<file path="config.mk">
export PLATFORM = sky130hd
export DESIGN_NAME = ps2_key_decoder
export DESIGN_NICKNAME = d
export VERILOG_FILES = /design/src/rtl/ps2_key_decoder.sv
export SDC_FILE = /design/constraint.sdc
export NUM_CORES = 1
export LEC_CHECK = 0
export CORE_ASPECT_RATIO = 0.8
export CORE_MARGIN = 2
export CORE_UTILIZATION = 38
export DETAILED_ROUTE_END_ITERATION = 10
export MAX_ROUTING_LAYER = met4
export PLACE_DENSITY = 0.52
export SKIP_LAST_GASP = 1
export SYNTH_ARGS = -nofsm -noshare
export SYNTH_HDL_FRONTEND = slang
export SYNTH_SLANG_ARGS = --single-unit
</file>
<file path="constraint.sdc">
create_clock -name clk -period 2.4 [get_ports clk]
set_input_delay 0.48 -clock clk [delete_from_list [all_inputs] [get_ports clk]]
set_output_delay 0.48 -clock clk [all_outputs]
set_load 0.01 [all_outputs]
</file>
<file path="src/rtl/ps2_key_decoder.sv">
// rtl/ps2_key_decoder.sv - PS/2 keyboard receiver: filters the device clock, deframes scan codes, tracks E0/F0 prefixes
//
// Ports:
//   clk          system clock, rising edge
//   rst          synchronous active-high reset
//   ps2_clk      raw PS/2 clock from device (asynchronous, receive only)
//   ps2_data     raw PS/2 data from device (asynchronous, receive only)
//   keyboardCode last accepted non-prefix scan code
//   ps2_ready    one-cycle pulse when keyboardCode/extended/released update
//   extended     accepted code was preceded by E0
//   released     accepted code was preceded by F0
//   frame_err    one-cycle pulse on bad start/parity/stop or timeout
module ps2_key_decoder #(
    parameter int FILT_LEN = 4,
    parameter int TIMEOUT  = 50000
) (
    input  logic       clk,
    input  logic       rst,
    input  logic       ps2_clk,
    input  logic       ps2_data,
    output logic [7:0] keyboardCode,
    output logic       ps2_ready,
    output logic       extended,
    output logic       released,
    output logic       frame_err
);

    localparam int FW    = $clog2(FILT_LEN + 1);
    localparam int TMO_W = $clog2(TIMEOUT + 1);
    localparam logic [FW-1:0]    FILT_LAST = FW'(FILT_LEN - 1);
    localparam logic [TMO_W-1:0] TMO_LOAD  = TMO_W'(TIMEOUT);

    typedef enum logic [1:0] {S_IDLE, S_DATA, S_PARITY, S_STOP} state_t;

    state_t           r_state, w_state_next;
    logic             r_clk_s1, r_clk_s2, r_dat_s1, r_dat_s2;
    logic             r_clk_filt;
    logic [FW-1:0]    r_filt_cnt;
    logic [7:0]       r_shift;
    logic [2:0]       r_bit_cnt;
    logic             r_parity;
    logic             r_ext, r_brk;
    logic [TMO_W-1:0] r_tmo_cnt;
    logic [7:0]       r_code;
    logic             r_ready, r_extended, r_released, r_frame_err;

    logic w_fall, w_data, w_tmo_expire, w_stop_done, w_frame_ok;

    // The filtered clock falls on the FILT_LEN-th consecutive low sample;
    // the edge is flagged combinationally so data is sampled on that same cycle.
    assign w_fall       = r_clk_filt && !r_clk_s2 && (r_filt_cnt == FILT_LAST);
    assign w_data       = r_dat_s2;
    assign w_tmo_expire = (r_state != S_IDLE) && !w_fall && (r_tmo_cnt == TMO_W'(1));
    assign w_stop_done  = (r_state == S_STOP) && w_fall;
    // Odd parity: data bits plus parity bit must contain an odd number of ones.
    assign w_frame_ok   = w_data && (^{r_shift, r_parity});

    always_comb begin
        w_state_next = r_state;
        case (r_state)
            S_IDLE:   if (w_fall && !w_data) w_state_next = S_DATA;
            S_DATA:   if (w_fall && r_bit_cnt == 3'd7) w_state_next = S_PARITY;
            S_PARITY: if (w_fall) w_state_next = S_STOP;
            S_STOP:   if (w_fall) w_state_next = S_IDLE;
            default:  w_state_next = S_IDLE;
        endcase
        if (w_tmo_expire) w_state_next = S_IDLE;
    end

    always_ff @(posedge clk) begin
        if (rst) begin
            r_state     <= S_IDLE;
            r_clk_s1    <= 1'b1;
            r_clk_s2    <= 1'b1;
            r_dat_s1    <= 1'b1;
            r_dat_s2    <= 1'b1;
            r_clk_filt  <= 1'b1;
            r_filt_cnt  <= '0;
            r_shift     <= '0;
            r_bit_cnt   <= '0;
            r_parity    <= 1'b0;
            r_ext       <= 1'b0;
            r_brk       <= 1'b0;
            r_tmo_cnt   <= '0;
            r_code      <= 8'h00;
            r_ready     <= 1'b0;
            r_extended  <= 1'b0;
            r_released  <= 1'b0;
            r_frame_err <= 1'b0;
        end else begin
            r_state     <= w_state_next;
            r_clk_s1    <= ps2_clk;
            r_clk_s2    <= r_clk_s1;
            r_dat_s1    <= ps2_data;
            r_dat_s2    <= r_dat_s1;
            r_ready     <= 1'b0;
            r_frame_err <= 1'b0;

            if (r_clk_s2 != r_clk_filt) begin
                if (r_filt_cnt == FILT_LAST) begin
                    r_clk_filt <= r_clk_s2;
                    r_filt_cnt <= '0;
                end else begin
                    r_filt_cnt <= r_filt_cnt + FW'(1);
                end
            end else begin
                r_filt_cnt <= '0;
            end

            // Timeout counter: idle holds at zero, any edge inside a frame reloads it.
            if (w_state_next == S_IDLE)
                r_tmo_cnt <= '0;
            else if (w_fall)
                r_tmo_cnt <= TMO_LOAD;
            else if (r_tmo_cnt != '0)
                r_tmo_cnt <= r_tmo_cnt - TMO_W'(1);

            if (w_tmo_expire) begin
                r_frame_err <= 1'b1;
                r_ext       <= 1'b0;
                r_brk       <= 1'b0;
                r_shift     <= '0;
                r_bit_cnt   <= '0;
            end else if (w_fall) begin
                case (r_state)
                    S_IDLE: begin
                        if (!w_data) begin
                            r_shift   <= '0;
                            r_bit_cnt <= '0;
                        end else begin
                            r_frame_err <= 1'b1;
                        end
                    end
                    S_DATA: begin
                        r_shift   <= {w_data, r_shift[7:1]};
                        r_bit_cnt <= r_bit_cnt + 3'd1;
                    end
                    S_PARITY: r_parity <= w_data;
                    S_STOP: begin
                        if (w_frame_ok) begin
                            if (r_shift == 8'hE0) begin
                                r_ext <= 1'b1;
                            end else if (r_shift == 8'hF0) begin
                                r_brk <= 1'b1;
                            end else begin
                                r_code     <= r_shift;
                                r_extended <= r_ext;
                                r_released <= r_brk;
                                r_ready    <= 1'b1;
                                r_ext      <= 1'b0;
                                r_brk      <= 1'b0;
                            end
                        end else begin
                            r_frame_err <= 1'b1;
                            r_ext       <= 1'b0;
                            r_brk       <= 1'b0;
                        end
                    end
                    default: ;
                endcase
            end
        end
    end

    assign keyboardCode = r_code;
    assign ps2_ready    = r_ready;
    assign extended     = r_extended;
    assign released     = r_released;
    assign frame_err    = r_frame_err;

endmodule
</file>
# Yosys cells after proc, flatten, opt, wreduce, memory -nomap -nowiden
# Cells that the tools add are included.
dict set report totals {
  ff_bits 52
  inputBits 4
  out_inout_bits 12
  wordCells 93
}
dict set report classes {
  add_sub_neg 3
  n_eq_ne 12
  mux 24
  bitwise_logic 7
  n_reduce_logical 28
}
# operator n
set ops {}
lappend ops {{16-bit 2-to-1 mux} 2}
lappend ops {{16-bit by 1-bit == test with 1-bit output (second input constant)} 1}
lappend ops {{8-bit == test (second input constant)} 2}
lappend ops {{8-bit one-hot mux with 2 select lines} 1}
lappend ops {{16-bit nonzero test} 1}
lappend ops {{16-bit by 1-bit subtractor with 16-bit output (second input constant)} 1}
lappend ops {{3-bit AND reduction} 4}
lappend ops {{1-bit 2-to-1 mux} 11}
lappend ops {{2-bit 2-to-1 mux} 5}
lappend ops {{9-bit parity} 1}
lappend ops {{8-bit 2-to-1 mux} 1}
lappend ops {{2-bit one-hot mux with 4 select lines} 1}
lappend ops {{1-bit logical AND} 7}
lappend ops {{1-bit NOT} 7}
lappend ops {{3-bit by 1-bit adder with 3-bit output (second input constant)} 2}
lappend ops {{3-bit one-hot mux with 2 select lines} 1}
lappend ops {{6-bit AND reduction} 1}
lappend ops {{2-bit nonzero test} 3}
lappend ops {{3-bit OR reduction} 2}
lappend ops {{6-bit OR reduction} 1}
lappend ops {{2-bit == test (second input constant)} 2}
lappend ops {{2-bit zero test} 2}
lappend ops {{2-bit != test (second input constant)} 2}
lappend ops {{2-bit OR reduction} 2}
lappend ops {{9 further kinds} 11}

# Logic depth before layout (Yosys ltp)
# Gate-level depths: netlist (run 1).
dict set report logic_depth {
  ltp_word 9
  ltp_mapped 10
}

# Worst setup path after synthesis (run 1)
# Ideal clock, no wire load.
dict set report synth_timing {
  path_type {register to register}
  startpoint {reg r_filt_cnt[0]}
  endpoint {reg r_bit_cnt[0]}
  arrival_time_ns 1.987
  t_required_ns 2.272
  path_slack_ns 0.285
  path_stages_with_launch 11
  n_path_buf 3
  synth_period_minus_slack_ns 2.115
  cell_sequence {dfxtp_1 > ha_1 > ha_1 > clkbuf_1 > and2_1 > clkbuf_1 > nor4_1 > nand3_1 > nand2_1 > clkbuf_1 > nor2_1}
}
dict set report synth_via {
  elab_chain_cells 6
  word_cells_on_any_way 7
  cone_classes {1 x eq/ne; 6 x reduce/logical}
}
# item line
set synth_rtl {}
lappend synth_rtl {{start, declared} 38} ;# logic [FW-1:0] r_filt_cnt;
lappend synth_rtl {{start signal, assigned} 104} ;# r_filt_cnt <= r_filt_cnt + FW'(1);
lappend synth_rtl {{3-bit by 2-bit == test with 1-bit output *} 51} ;# assign w_fall = r_clk_filt && !r_clk_s2 && (r_filt_cnt == FILT_LAST);
lappend synth_rtl {{1-bit logical AND *} 51}
lappend synth_rtl {{1-bit zero test} 53} ;# assign w_tmo_expire = (r_state != S_IDLE) && !w_fall && (r_tmo_cnt == TMO_W'(1));
lappend synth_rtl {{1-bit logical AND (2 in series)} 53}
lappend synth_rtl {{2-bit OR reduction (no line)} --}
lappend synth_rtl {{end signal, assigned} 136} ;# r_bit_cnt <= r_bit_cnt + 3'd1;
lappend synth_rtl {{end, declared} 40} ;# logic [2:0] r_bit_cnt;
# Mark *: on every way between the ends. The rest lies on a longest branch, timed or not.
# A chain may end at the register's enable or synchronous reset.

# Worst setup path after layout (run 1)
dict set report layout_timing {
  startpoint {reg r_filt_cnt[0]}
  endpoint {reg r_brk}
}
dict set report layout_via {
  elab_chain_cells 6
  word_cells_on_any_way 7
  cone_classes {1 x eq/ne; 6 x reduce/logical}
}
# item line
set layout_rtl {}
lappend layout_rtl {{3-bit by 2-bit == test with 1-bit output *} 51}
lappend layout_rtl {{1-bit logical AND *} 51}
lappend layout_rtl {{1-bit zero test} 53}
lappend layout_rtl {{1-bit logical AND (2 in series)} 53}
lappend layout_rtl {{2-bit OR reduction (no line)} --}
lappend layout_rtl {{end signal, assigned} 83} ;# r_brk <= 1'b0;
lappend layout_rtl {{end signal, assigned} 121} ;# r_brk <= 1'b0;
lappend layout_rtl {{end signal, assigned} 144} ;# r_brk <= 1'b1;
lappend layout_rtl {{end, declared} 42} ;# logic r_ext, r_brk;
# Marks and branches as above.

==> flow_summary.ini, run 1 <==
[synthesis]
ys_warn_count = 0
ys_seq_area_share_pct = 42.0
synth_cells = 270
synthesis.area_per_instance_um2 = 9.18
synth.distinct_cells = 46
synth_most_common_cell = dfxtp_1
synth_top_area_share_pct = 42.0
synthesis.nets = 286
synth_ff_type = dfxtp_1
synthTopCellsByCount = dfxtp_1, nor2_1, a21oi_1
async_flop_share_pct = 0
synth_edf_count = 0
yosys.area.top_type = dfxtp_1
syn_area_um2 = 2480
ys_ff_latch = 52
synthTopCellsByArea = dfxtp_1, ha_1, a21oi_1, xnor2_1, nor2_1

[layout]
drive_gt1_share_pct = 10.3
fin_nets = 305
multi_input_area_um2 = 1370
final-seq-area_um2 = 1040
syn2layout_area_growth_pct = 14.6
antenna_cells = 0
n_fill_cell = 652
design_area_um2 = 2840

[flow_run]
cap_violations = 0

[floorplan]
die_w_um = 94.3
dieArea_um2 = 7190
ios = 16
dieHeight_um = 76.3
start_util_pct = 39.1
core.rowCount = 26
design.core.area_um2 = 6340

[timing]
fin_ws_ns = 0.276
worst_pin_slew_ns = 0.514
fin_skew_ns = 0.00793
report.final.slew_viol_count = 0
hold_viol = 0
setup-violations-final = 0
relSlewSlack_pct = 65.4
min_period_ns = 2.12
finalCritPeriodShare_pct = 88.5
rsz0062_at_grt = false
fmaxAchievable_mhz = 471
setup-tns-final_ns = 0

[clock_network]
cts_sinks = 52
htreeDepth = 2
clk_pin_slew_ns = 0.09
clockRootBuffer = clkbuf_8
cts-hold-fix-buffers = 0
insertion_delay_ns = 0.30
cts_buffers = 5
cts_tree = done
clk_path_buf_depth = 2

[route]
firstDrtPassIters = 4
vias_per_cell = 5.09
remaining_drc_errors = 0
final_antenna_net_count = 0
finalWirelength_um = 4960
avgRoutedWirePerCell_um = 13.3
drtIter0Drc = 82
num_vias = 1905

[critical_path]
path_class = reg2reg
cpPeakStageDelay_ns = 0.35
cp-start-kind = flip-flop
path_cells = ha_1, ha_1, and2_1, nor4_1, nand3_1, nand2_2, nor3_1
arrival_ns = 2.31
cp_max_fo = 13
crit_top_cell = ha_1
cp_slowest_cell = nor4_1
critPathCaptureType = flip-flop
cp_data_required_time_ns = 2.59

[grt]
grt_pass1_vias = 1734
grt_pass1_wl_um = 8380
track_usage_pct = 15.1
grt_max_degree = 18
grt_overflow = 0
grt_antenna_before_repair = 0

[place]
dpl_cell_area_um2 = 2740
dpl.hpwl_um = 3570
port_buffers = 15
dpl_worst_slack_ns = 0.103
gp_congestion = 0.807

[pwr]
p_leak_uw = 0.00102
ir_drop_mv = 0.249
power_density_nw_per_um2 = 495

[status]
status = complete, no violations

[hold_path]
hold_class = reg2reg
==> area by class of cell <==
cell class / count / area share, %
inverters: 9 / 1.19
clock buffers: 8 / 3.17
multi-input cells: 199 / 48.2
flip-flops and latches: 52 / 36.6
repair buffers: 22 / 7.13
well taps: 84 / 3.70
==> stage by stage <==
step / util, % / hold slack, ns / instances / power (uW)
floorplan: - / 0.389 / 270 / 902
global placement: 43.2 / 0.395 / 365 / 914
detailed placement: 43.2 / 0.401 / 365 / 914
CTS: 44.6 / 0.421 / 373 / 1420
global route: 44.8 / 0.448 / 374 / 1460
finish: 44.8 / 0.416 / 374 / 1410
==> final timing paths <==
path / from / endpoint / slack (ns) / cells past startpoint
worst min register to register: r_clk_s1 / r_clk_s2 / 0.42 / 1
worst max register to register: r_filt_cnt[0] / r_brk / 0.28 / 7
worst min-delay path: r_clk_s1 / r_clk_s2 / 0.42 / 1
worst max-delay path: r_filt_cnt[0] / r_brk / 0.28 / 7
==> layout by cell type, fill, tap and decap left out, types with 2 or more instances in the layout <==
cell              n
nand2b_1          5
nor2_1           30
xnor3_1           2
clkbuf_8          6
o2111ai_1         2
or3_1             2
dfxtp_1          52
nor2b_1           2
buf_4             7
nand4_1           2
a211oi_1          2
or4_4             2
a31oi_1           2
o21ai_0           7
mux2i_1          11
or2_2             6
clkdlybuf4s50_1  15
xnor2_1          13
nand3_1          13
nand3b_1          2
xor2_1            4
and2_1            4
nand2_1          18
clkbuf_1          2
nor3_1            5
inv_1             8
nor4_2            5
ha_1             12
nor3_2            2
nor4_1            4
a21oi_1          24
o211ai_1          2
==> worst max-delay path: cells and delay by family, from the launching register on <==
kind	cells	cell delay, ns
flip-flops	1	0.32
adder cells (fa/ha/maj)	2	0.46
AND/OR/NAND/NOR	5	1.23
==> flip-flops by register name, summed over array words and instances, names as in the netlist, 2 cells and up <==
| name | count |
|---|---|
| keyboardCode | 8 |
| r_bit_cnt | 3 |
| r_filt_cnt | 3 |
| r_shift | 8 |
| r_state | 2 |
| r_tmo_cnt | 16 |
==> per-layer routing <==
| metal | share of wire, % | vias to the layer above | wire, um | global-route usage, % |
|---|---|---|---|---|
| met3 | 3.7 | 4 | 185 | 3.26 |
| met4 | 0.97 | 0 | 48 | 4.78 |
| met1 | 57 | 880 | 2820 | 23.0 |
| met2 | 38 | 36 | 1910 | 19.8 |
| met5 | 0 | - | 0 | - |
| li1 | - | 985 | - | - |
==> power by group <==
part / total, uW / internal, uW / switching, uW
registers: 868 / 866 / 2.53
logic: 25.1 / 10.4 / 14.7
clock network: 514 / 236 / 278
==> cell families after synthesis <==
| kind of cell | count (synthesis) | share of synthesized area (%) |
|---|---|---|
| multiplexers | 11 | 4.44 |
| flip-flops | 52 | 42.0 |
| AO/OA/AOI/OAI | 46 | 11.2 |
| adder cells (fa/ha/maj) | 12 | 6.05 |
| buffers and inverters | 19 | 2.93 |
| AND/OR/NAND/NOR | 110 | 24.6 |
| XOR/XNOR | 20 | 8.78 |
==> timing repair <==
action,4_1_cts,5_1_grt
gates resized for setup,0,1
setup endpoints to repair,0,18
buffers inserted,0,1
No activity file was read; power rests on OpenSTA's default activity.
==> inputs of run 2 (changes only) <==
Settings changed: CORE_UTILIZATION 38 to 55, PLACE_DENSITY 0.52 to 0.72, SKIP_LAST_GASP 1 to default.
==> flow_summary.ini, run 2 (synthesized netlist as in run 1, its figures left out) <==
[floorplan]
dieArea_um2 = 5070
start_util_pct = 58.3
die_w_um = 79.1
core.rowCount = 21
ios = 16
dieHeight_um = 64.1
design.core.area_um2 = 4260

[grt]
grt_use_met2_pct = 26.6
top_usage_layer = met1
grt_antenna_before_repair = 0
grt_max_degree = 15
grt_use_met1_pct = 30.4
use_met3_pct = 4.38
grt_overflow = 0
grt_pass1_wl_um = 7810
track_usage_pct = 20.0
grt_pass1_vias = 1664

[layout]
stdcell_count = 346
syn2layout_area_growth_pct = 13.4
post-route-util_pct = 66.0
mostFrequentLayoutCells = dfxtp_1, nor2_1, a21oi_1
final-seq-area_um2 = 1040
design_area_um2 = 2810
n_fill_cell = 362
final_common_cell = dfxtp_1
multi_input_area_um2 = 1370
antenna_cells = 0
largest_reg_flops = 16
fin_nets = 305
regMostFlops = r_tmo_cnt
drive_gt1_share_pct = 10.4

[timing]
fmaxAchievable_mhz = 445
finalCritPeriodShare_pct = 93.6
hold_viol = 0
worst_pin_slew_ns = 0.473
report.final.slew_viol_count = 0
min_period_ns = 2.25
relSlewSlack_pct = 68.1
fin_skew_ns = 0.00590
setup-violations-final = 0
setup-tns-final_ns = 0
rsz0062_at_grt = false

[clock_network]
cts_sinks = 52
cts_tree = done
clockRootBuffer = clkbuf_8
cts_resized = 0
insertion_delay_ns = 0.29
cts-hold-fix-buffers = 0
htreeDepth = 2
clk_pin_slew_ns = 0.09
cts_buffers = 5
clk_path_buf_depth = 2

[critical_path]
cp-start-kind = flip-flop
critPathCaptureType = flip-flop
cp_data_required_time_ns = 2.56
cp_max_fo = 13
crit_top_cell = ha_1
path_cells = ha_1, ha_1, and2_1, nor4_1, nand3_1, nand2_1, nor3_1
cp_slowest_cell = nand2_1
path_class = reg2reg
reg2reg_depth = 7
cpPeakStageDelay_ns = 0.41
arrival_ns = 2.41

[place]
place_inst = 338
dpl_cell_area_um2 = 2710
dpl.hpwl_um = 3260
gp_congestion = 0.881
port_buffers = 15

[route]
vias_per_cell = 5.49
finalWirelength_um = 4550
drtIter0Drc = 106
final_antenna_net_count = 0
firstDrtPassIters = 4
num_vias = 1899
remaining_drc_errors = 0
avgRoutedWirePerCell_um = 13.2

[pwr]
p_leak_uw = 0.00102
power_density_nw_per_um2 = 502
ir_drop_mv = 0.246

[hold_path]
worstHoldPathCells = 1
hold_class = reg2reg

[status]
status = complete, no violations

[flow_run]
cap_violations = 0
run 2: cell count changes in the layout (fill, tap and decap cells not counted):
cell      delta
clkbuf_1     -2
nand2_2      -1
nand2_1      +1
clkbuf_8     +1
run 2: worst max-delay path: cells and delay by family (launching register included):
| family | cells | cell delay [ns] |
|---|---|---|
| flops | 1 | 0.33 |
| fa+ha+maj | 2 | 0.46 |
| simple gates | 5 | 1.32 |
run 2: power by group:
group / total (uW) / leakage [uW] / internal, uW / switching [uW]
Sequential: 868 / 0.000420 / 865 / 2.45
Clock: 520 / 0.0000503 / 257 / 262
Combinational: 24.3 / 0.000555 / 10.3 / 14.0
Total: 1410 / 0.00102 / 1130 / 279
run 2: metrics by stage:
| step | hold slack, ns | worst slack, ns | total power [uW] |
|---|---|---|---|
| final | 0.419 | 0.153 | 1410 |
| after floorplan | 0.389 | 0.285 | 902 |
| after CTS | 0.422 | 0.0619 | 1430 |
| after global placement | 0.400 | 0.241 | 913 |
| after global routing | 0.439 | 0.0136 | 1480 |
| after detailed placement | 0.394 | 0.0952 | 913 |
run 2: path summary, 6_finish.rpt:
kind | start | end | slack [ns]
setup reg to reg | r_filt_cnt[0] | r_ext | 0.15
setup / recovery | r_filt_cnt[0] | r_ext | 0.15
hold reg to reg | r_clk_s1 | r_clk_s2 | 0.42
hold / removal | r_clk_s1 | r_clk_s2 | 0.42
run 2: area by class of cell:
class,instances,area share [%]
Clock buffer,7,3.43
Inverter,9,1.20
Multi-Input combinational cell,199,48.6
Sequential cell,52,37.0
Tap cell,57,2.54
Timing Repair Buffer,22,7.21
run 2: per-layer routing:
| layer | part of all wire [%] | up-vias |
|---|---|---|
| met3 | 4.4 | 2 |
| met5 | 0 | - |
| met4 | 0.46 | 0 |
| met2 | 41 | 42 |
| li1 | - | 987 |
| met1 | 54 | 868 |
run 2: timing repair:
item,4_1_cts,5_1_grt
setup buffers,0,1
endpoints found under the setup margin,0,9
endpoints found under the hold margin,0,0
